[src/rtl/pkg_entrada.sv]
// pkg_entrada: shared state encodings and constants for the input front-end.
package pkg_entrada;
  typedef enum logic [1:0] {
    S_A      = 2'd0,
    S_B      = 2'd1,
    S_OP     = 2'd2,
    S_MOSTRA = 2'd3
  } estado_t;
  localparam int DEBOUNCE_DEFAULT = 500000;
  localparam int SYNC_DEPTH = 2;
endpackage

[src/rtl/debounce_tecla.sv]
// debounce_tecla: synchronizes, debounces and edge-detects one active-low key.
module debounce_tecla
  import pkg_entrada::*;
#(
  parameter int DEBOUNCE_CYCLES = DEBOUNCE_DEFAULT
) (
  input  logic clk_i,
  input  logic rst_ni,
  input  logic key_ni,
  output logic press_o
);
  localparam int CW = $clog2(DEBOUNCE_CYCLES + 1);
  logic [SYNC_DEPTH-1:0] sync_q, rdy_q;
  logic [CW-1:0] cnt_q, cnt_d;
  logic acc_q, acc_d, armed_q, armed_d, press_q, press_d;
  logic lvl, differ, flip;
  // Arming waits until the synchronizer holds real samples and the key is seen
  // released, so a key held through reset never yields a press.
  always_comb begin
    lvl = sync_q[SYNC_DEPTH-1];
    differ = lvl != acc_q;
    flip = differ && cnt_q == CW'(DEBOUNCE_CYCLES - 1);
    cnt_d = (!differ || flip) ? '0 : cnt_q + 1'b1;
    acc_d = flip ? lvl : acc_q;
    armed_d = armed_q | (rdy_q[SYNC_DEPTH-1] & lvl & acc_q);
    press_d = armed_q & flip & ~lvl;
  end
  always_ff @(posedge clk_i) begin
    if (!rst_ni) begin
      sync_q  <= '1;
      rdy_q   <= '0;
      cnt_q   <= '0;
      acc_q   <= 1'b1;
      armed_q <= 1'b0;
      press_q <= 1'b0;
    end else begin
      sync_q  <= {sync_q[SYNC_DEPTH-2:0], key_ni};
      rdy_q   <= {rdy_q[SYNC_DEPTH-2:0], 1'b1};
      cnt_q   <= cnt_d;
      acc_q   <= acc_d;
      armed_q <= armed_d;
      press_q <= press_d;
    end
  end
  assign press_o = press_q;
endmodule

[src/rtl/controlador_entrada.sv]
// controlador_entrada: button-driven entry of ULA operands, carry-in and operation.
module controlador_entrada
  import pkg_entrada::*;
#(
  parameter int DEBOUNCE_CYCLES = DEBOUNCE_DEFAULT
) (
  input  logic       CLOCK_50,
  input  logic       RST_N,
  input  logic [9:0] SW,
  input  logic       KEY0,
  input  logic       KEY1,
  output logic [3:0] OP_A,
  output logic [3:0] OP_B,
  output logic       CIN,
  output logic [2:0] SEL,
  output logic [1:0] ESTADO,
  output logic       VALID
);
  estado_t state_q, state_d;
  logic [3:0] op_a_q, op_a_d, op_b_q, op_b_d;
  logic [2:0] sel_q, sel_d;
  logic cin_q, cin_d, press0, press1, ld, sw_unused;
  assign sw_unused = ^{SW[9], SW[7:4]};
  debounce_tecla #(.DEBOUNCE_CYCLES(DEBOUNCE_CYCLES)) u_key0 (
    .clk_i(CLOCK_50), .rst_ni(RST_N), .key_ni(KEY0), .press_o(press0)
  );
  debounce_tecla #(.DEBOUNCE_CYCLES(DEBOUNCE_CYCLES)) u_key1 (
    .clk_i(CLOCK_50), .rst_ni(RST_N), .key_ni(KEY1), .press_o(press1)
  );
  always_ff @(posedge CLOCK_50) begin
    if (!RST_N) state_q <= S_A;
    else state_q <= state_d;
  end
  // Cancel dominates confirm when both pulses coincide.
  always_comb begin
    ld = press0 & ~press1;
    state_d = press1 ? S_A : !press0 ? state_q :
              state_q == S_MOSTRA ? S_A : estado_t'(state_q + 2'd1);
    op_a_d = (ld && state_q == S_A) ? SW[3:0] : op_a_q;
    op_b_d = (ld && state_q == S_B) ? SW[3:0] : op_b_q;
    sel_d = (ld && state_q == S_OP) ? SW[2:0] : sel_q;
    cin_d = (ld && state_q == S_OP) ? SW[8] : cin_q;
  end
  always_ff @(posedge CLOCK_50) begin
    if (!RST_N) begin
      op_a_q <= '0;
      op_b_q <= '0;
      sel_q  <= '0;
      cin_q  <= 1'b0;
    end else begin
      op_a_q <= op_a_d;
      op_b_q <= op_b_d;
      sel_q  <= sel_d;
      cin_q  <= cin_d;
    end
  end
  always_comb begin
    ESTADO = state_q;
    VALID = state_q == S_MOSTRA;
    OP_A = op_a_q;
    OP_B = op_b_q;
    SEL = sel_q;
    CIN = cin_q;
  end
endmodule
[config.mk]
export PLATFORM = sky130hd
export DESIGN_NAME = controlador_entrada
export DESIGN_NICKNAME = d
export VERILOG_FILES = /design/src/rtl/pkg_entrada.sv /design/src/rtl/debounce_tecla.sv /design/src/rtl/controlador_entrada.sv
export SDC_FILE = /design/constraint.sdc
export NUM_CORES = 1
export LEC_CHECK = 0
export ABC_AREA = 1
export BUFFER_PORTS_ARGS = -buffer_cell sky130_fd_sc_hd__buf_4
export CAP_MARGIN = 10
export CORE_MARGIN = 4
export CORE_UTILIZATION = 57
export CTS_CLUSTER_DIAMETER = 150
export DETAILED_ROUTE_END_ITERATION = 6
export HOLD_SLACK_MARGIN = 0.05
export PLACE_DENSITY = 0.77
export SKIP_CTS_REPAIR_TIMING = 1
export SLEW_MARGIN = 15
export SYNTH_ARGS = -nofsm -noshare
export SYNTH_HDL_FRONTEND = slang
export SYNTH_HIERARCHICAL = 1
export SYNTH_SLANG_ARGS = --single-unit
[constraint.sdc]
create_clock -name CLOCK_50 -period 2.43 [get_ports CLOCK_50]
set_input_delay 0.486 -clock CLOCK_50 [delete_from_list [all_inputs] [get_ports CLOCK_50]]
set_output_delay 0.486 -clock CLOCK_50 [all_outputs]
set_load 0.005 [all_outputs]
# == Yosys cells after proc, flatten, opt, wreduce, memory -nomap -nowiden ==
# Cells that the tools add are included.
# Widths: inputs -> output; s select.
# word_totals
regBits,66
elab_cells,60
input_bits,14
output_inout_bits,15
# classes
bitwise,15
n_reduce_logical,13
eq_ne,7
n_mux,3
n_addsub,3
# op_table
cell,n
$add 19x1->19 const B,2
$eq 19x19->1 const B,2
$and 1x1->1,9
$reduce_or 2->1,3
$logic_and 1x1->1,5
$eq 2x2->1 const B,2
$not 1->1,4
$add 2x1->2 const B,1
$eq 2x1->1 const B,1
$logic_not 1->1,2
$logic_not 2->1,1
$logic_or 1x1->1,2
$mux 1,2
$mux 2,1
$ne 1x1->1,2
$or 1x1->1,2

# == Longest topological paths before layout ==
# logic_depth
depth_word,4
mapped_depth,9
ltp_nobuf,9

# == By module ==
# The synthesis kept the hierarchy.
# by_module_without_submodules
mod,n_inst,cells_each,area_per_inst_um2
debounce_tecla at u_key1,1,175,1218.7
debounce_tecla at u_key0,1,174,1217.4
controlador_entrada,1,94,640.6

# == Worst setup path before layout ==
# Ideal clock, no wire load.
# synth_path
path_kind,reg2reg
startpoint,register u_key0.cnt_q[0]
endpoint,register u_key0.cnt_q[9]
arrival_ns,1.298
setup_slack_ns,1.018
t_required_ns,2.315
period_less_slack_ns,1.412
path_stages_with_launch,8
path_buffers,1
setup_time_ns,0.115
path_cell_list,dfxtp_1 -> ha_1 -> nand3_2 -> nor3_2 -> nand2_2 -> nand2_4 -> buf_6 -> nor2_1
# synth_via
elab_chain_len,4
word_cells_on_any_way,5
classes_between,add/sub: 1; eq/ne: 1; reduce/logical: 3
# synth_rtl
element,line_no,text
"start, declared",debounce_tecla.sv:14,"logic [CW-1:0] cnt_q, cnt_d;"
"start signal, assigned",debounce_tecla.sv:39,cnt_q <= cnt_d;
"parallel branches: the longest is 4 deep, another holds $add 19x1->19",--,
# Several ways; the timed one is not identified.
# A chain may end at the register's enable or synchronous reset.

# == Worst setup path after layout ==
# layout_path
startpoint,register u_key1.cnt_q[0]
endpoint,register u_key1.cnt_q[15]
# layout_via
elab_chain_len,4
word_cells_on_any_way,5
classes_between,add/sub: 1; eq/ne: 1; reduce/logical: 3
# layout_rtl
element,line_no
"start, declared",debounce_tecla.sv:14
"start signal, assigned",debounce_tecla.sv:39
"parallel branches: the longest is 4 deep, another holds $add 19x1->19",--
# Several ways; the timed one is not identified.

==> results by group <==
Status
  – Outcome: complete, no violations

Setup path
  – Crit path capture type: register
  – Req. time, crit path: 2680 ps
  – Crit path max fanout: 18
  – CP Launch Type: register
  – Max incr delay on CP: 400 ps
  – CP Class: register to register
  – Worst path top cell family by delay: simple AND/OR/NAND/NOR gates
  – Highest-delay cell along the critical path: dfxtp_1
  – Most common cell on crit path: inv_1
  – Critical Path AT: 1950 ps
  – Bufs and invs on worst path: 2
  – R2R setup slack: 730 ps
  – Chain of cells forming the critical path: ha_1, nand3_2, nor3_2, nand2_2, nand2_4, inv_1, nand2_1, inv_1

Clock tree
  – Max clock buf depth: 2
  – CTS tree: built
  – Worst skew pair latency: 350 ps
  – Clk slew on worst S/H paths: 80 ps
  – H-tree levels: 3
  – CTS sink cnt: 66
  – Total CTS buffers: 9
  – CTS Root Cell: clkbuf_8

Timing
  – Worst-Margin Slew: 257 ps
  – Final period util: 0.699
  – Final min period: 1700 ps
  – Hold violation count in the final report: 0
  – Slew headroom: 0.828
  – Clock skew: 9.22 ps
  – Fmax: 589 MHz
  – Slew Limit Fails: 0
  – Fin Setup TNS: 0 ps
  – RSZ-0062 raised after global routing: false
  – Setup Viol. Count Final: 0

Route
  – DR vias/cell: 4.84
  – Residual DRC: 0
  – Avg WL per Cell: 10.4 µm
  – Vias: 2658
  – Iteration-0 DRC Markers: 123
  – First drt pass iteration count: 4
  – WL final: 5.72 mm
  – Post-route ant nets: 0

Synthesis
  – Post-Synth Adder-Cell Area: 0.0244
  – Largest family of logic cells by synthesized area: simple AND/OR/NAND/NOR gates
  – Post-synth top area cell: dfxtp_1
  – Sequential share of the synthesized area: 0.429
  – Synth Area in XOR/XNOR: 0.0370
  – Syn nets: 463
  – Yosys Warn Count: 6
  – Post-synthesis mux area share: 0
  – Synth Register Bits: 66
  – Compound-Gate Fraction of Synth Area: 0.0374
  – Synth area leaders: dfxtp_1 43%, nand2_1 15%, nor2_1 12%
  – Top cell type's share of synthesized area: 0.429
  – Count of cell types in the netlist: 21
  – Mapped Area: 0.00308 mm²
  – Post-Synth Simple-Gate Area: 0.396
  – Post-synthesis area per instance: 6.95 µm²
  – Gate count of the mapped netlist: 443

Die
  – Die Span X: 81.5 µm
  – Die Ht: 81.5 µm
  – Core Box Area: 0.00517 mm²
  – Row count: 26
  – Starting density of the core: 0.595
  – Io pins: 29
  – Die area: 0.00664 mm²

Power and ir drop
  – Post-layout power: 0.00217 W
  – Pwr per Cell Area: 614 mW/mm²
  – Leak: 1.40 nW
  – Worst vdd ir: 0.000466 V

Cells and area
  – # fillers: 443
  – Layout cell share with drive strength beyond 1: 0.134
  – P&R area growth vs syn: 14.8%
  – Inserted Diodes: 0
  – # nets final: 494

Global route
  – Largest net degree at the start of global routing: 28
  – First-pass GRT wire length: 9.85 mm
  – Total track usage: 0.192
  – Initial antenna violation count: 0
  – Number of global-route vias before repair: 2384
  – Grt total ovfl: 0

Place
  – Port Buf Inserts: 23
  – HPWL Detailed: 4.03 mm
  – RD Place Congestion: 0.842

Job
  – Max-Cap Viols: 0

Hold path
  – Min-delay worst type: primary input to register
## layout make-up
type                    count  area, µm²  area share
well taps                  70       87.6      0.0248
inverters                  54        203      0.0574
repair buffers             23        173      0.0489
clock inverters             7        101      0.0287
multi-input cells         320       1520       0.431
flip-flops and latches     66       1320       0.374
clock buffers               9        124      0.0351
## through the flow
stage	util	cells	setup slack, ps	cell area (µm²)	hold slack (ps)
4_1_cts	0.683	549	730	3530	311
3_3_place_gp	0.639	533	790	3310	393
3_5_place_dp	0.639	533	758	3310	401
5_1_grt	0.683	549	575	3530	324
2_1_floorplan	-	443	1020	3080	390
6_report	0.683	549	732	3530	319
## per-layer routing
metal	track usage	vias up	part of all wire
li1	-	1420	-
met1	0.228	1193	0.45
met2	0.324	39	0.49
met3	0.0406	6	0.042
met4	0.0997	0	0.013
met5	0	-	0
## Yosys cell counts, drive strengths merged
cell,number
nand3b,2
nor2,102
or2,12
o21ai,6
nand3,28
buf,3
dfxtp,66
ha,6
xnor2,6
inv,54
nand4,4
nand2,128
xor2,7
nor3,2
a21oi,17
## logic make-up (layout without fill, tap and decap cells)
| group | count (synthesis) | after routing |
|---|---|---|
| adder cells (fa/ha/maj) | 6 | 6 |
| AND/OR/NAND/NOR | 278 | 278 |
| flip-flops | 66 | 66 |
| buffers and inverters | 57 | 93 |
| AO/OA/AOI/OAI | 23 | 23 |
| XOR/XNOR | 13 | 13 |
## state kept, by name, indices dropped and copies added, names as in the netlist
register	count
SEL	3
u_key1/rdy_q	2
OP_A	4
u_key1/sync_q	2
u_key0/armed_q	1
u_key1/press_o	1
ESTADO	2
u_key0/press_o	1
u_key0/cnt_q	19
u_key1/acc_q	1
u_key1/cnt_q	19
u_key0/acc_q	1
u_key1/armed_q	1
u_key0/sync_q	2
u_key0/rdy_q	2
CIN	1
OP_B	4
## cells in the final DEF, fill, tap and decap left out, drive strengths merged
cell type,netlist,final
xor2,7,7
clkinvlp,0,2
dfxtp,66,66
o21ai,6,6
or2,12,12
buf,3,23
nand4,4,4
nor2,102,102
xnor2,6,6
clkinv,0,2
a21oi,17,17
nand2,128,128
nand3,28,28
inv,54,55
ha,6,6
nor3,2,2
nand3b,2,2
bufinv,0,2
clkbuf,0,9
## final timing paths
kind,start,end,cells after the start
setup / recovery,u_key1/cnt_q[0],u_key1/cnt_q[15],8
hold / removal,KEY1,u_key1/sync_q[0],2
setup reg to reg,u_key1/cnt_q[0],u_key1/cnt_q[15],8
hold reg to reg,u_key0/rdy_q[0],u_key0/rdy_q[1],2
## where the power goes
part           leakage [nW]   total, W  internal (W)  switching (W)
clock network         0.106    0.00104      0.000584       0.000452
registers             0.534    0.00110       0.00109     0.00000470
logic                 0.762  0.0000369     0.0000156      0.0000213
Note: power is estimated with default switching activity, not from simulation.
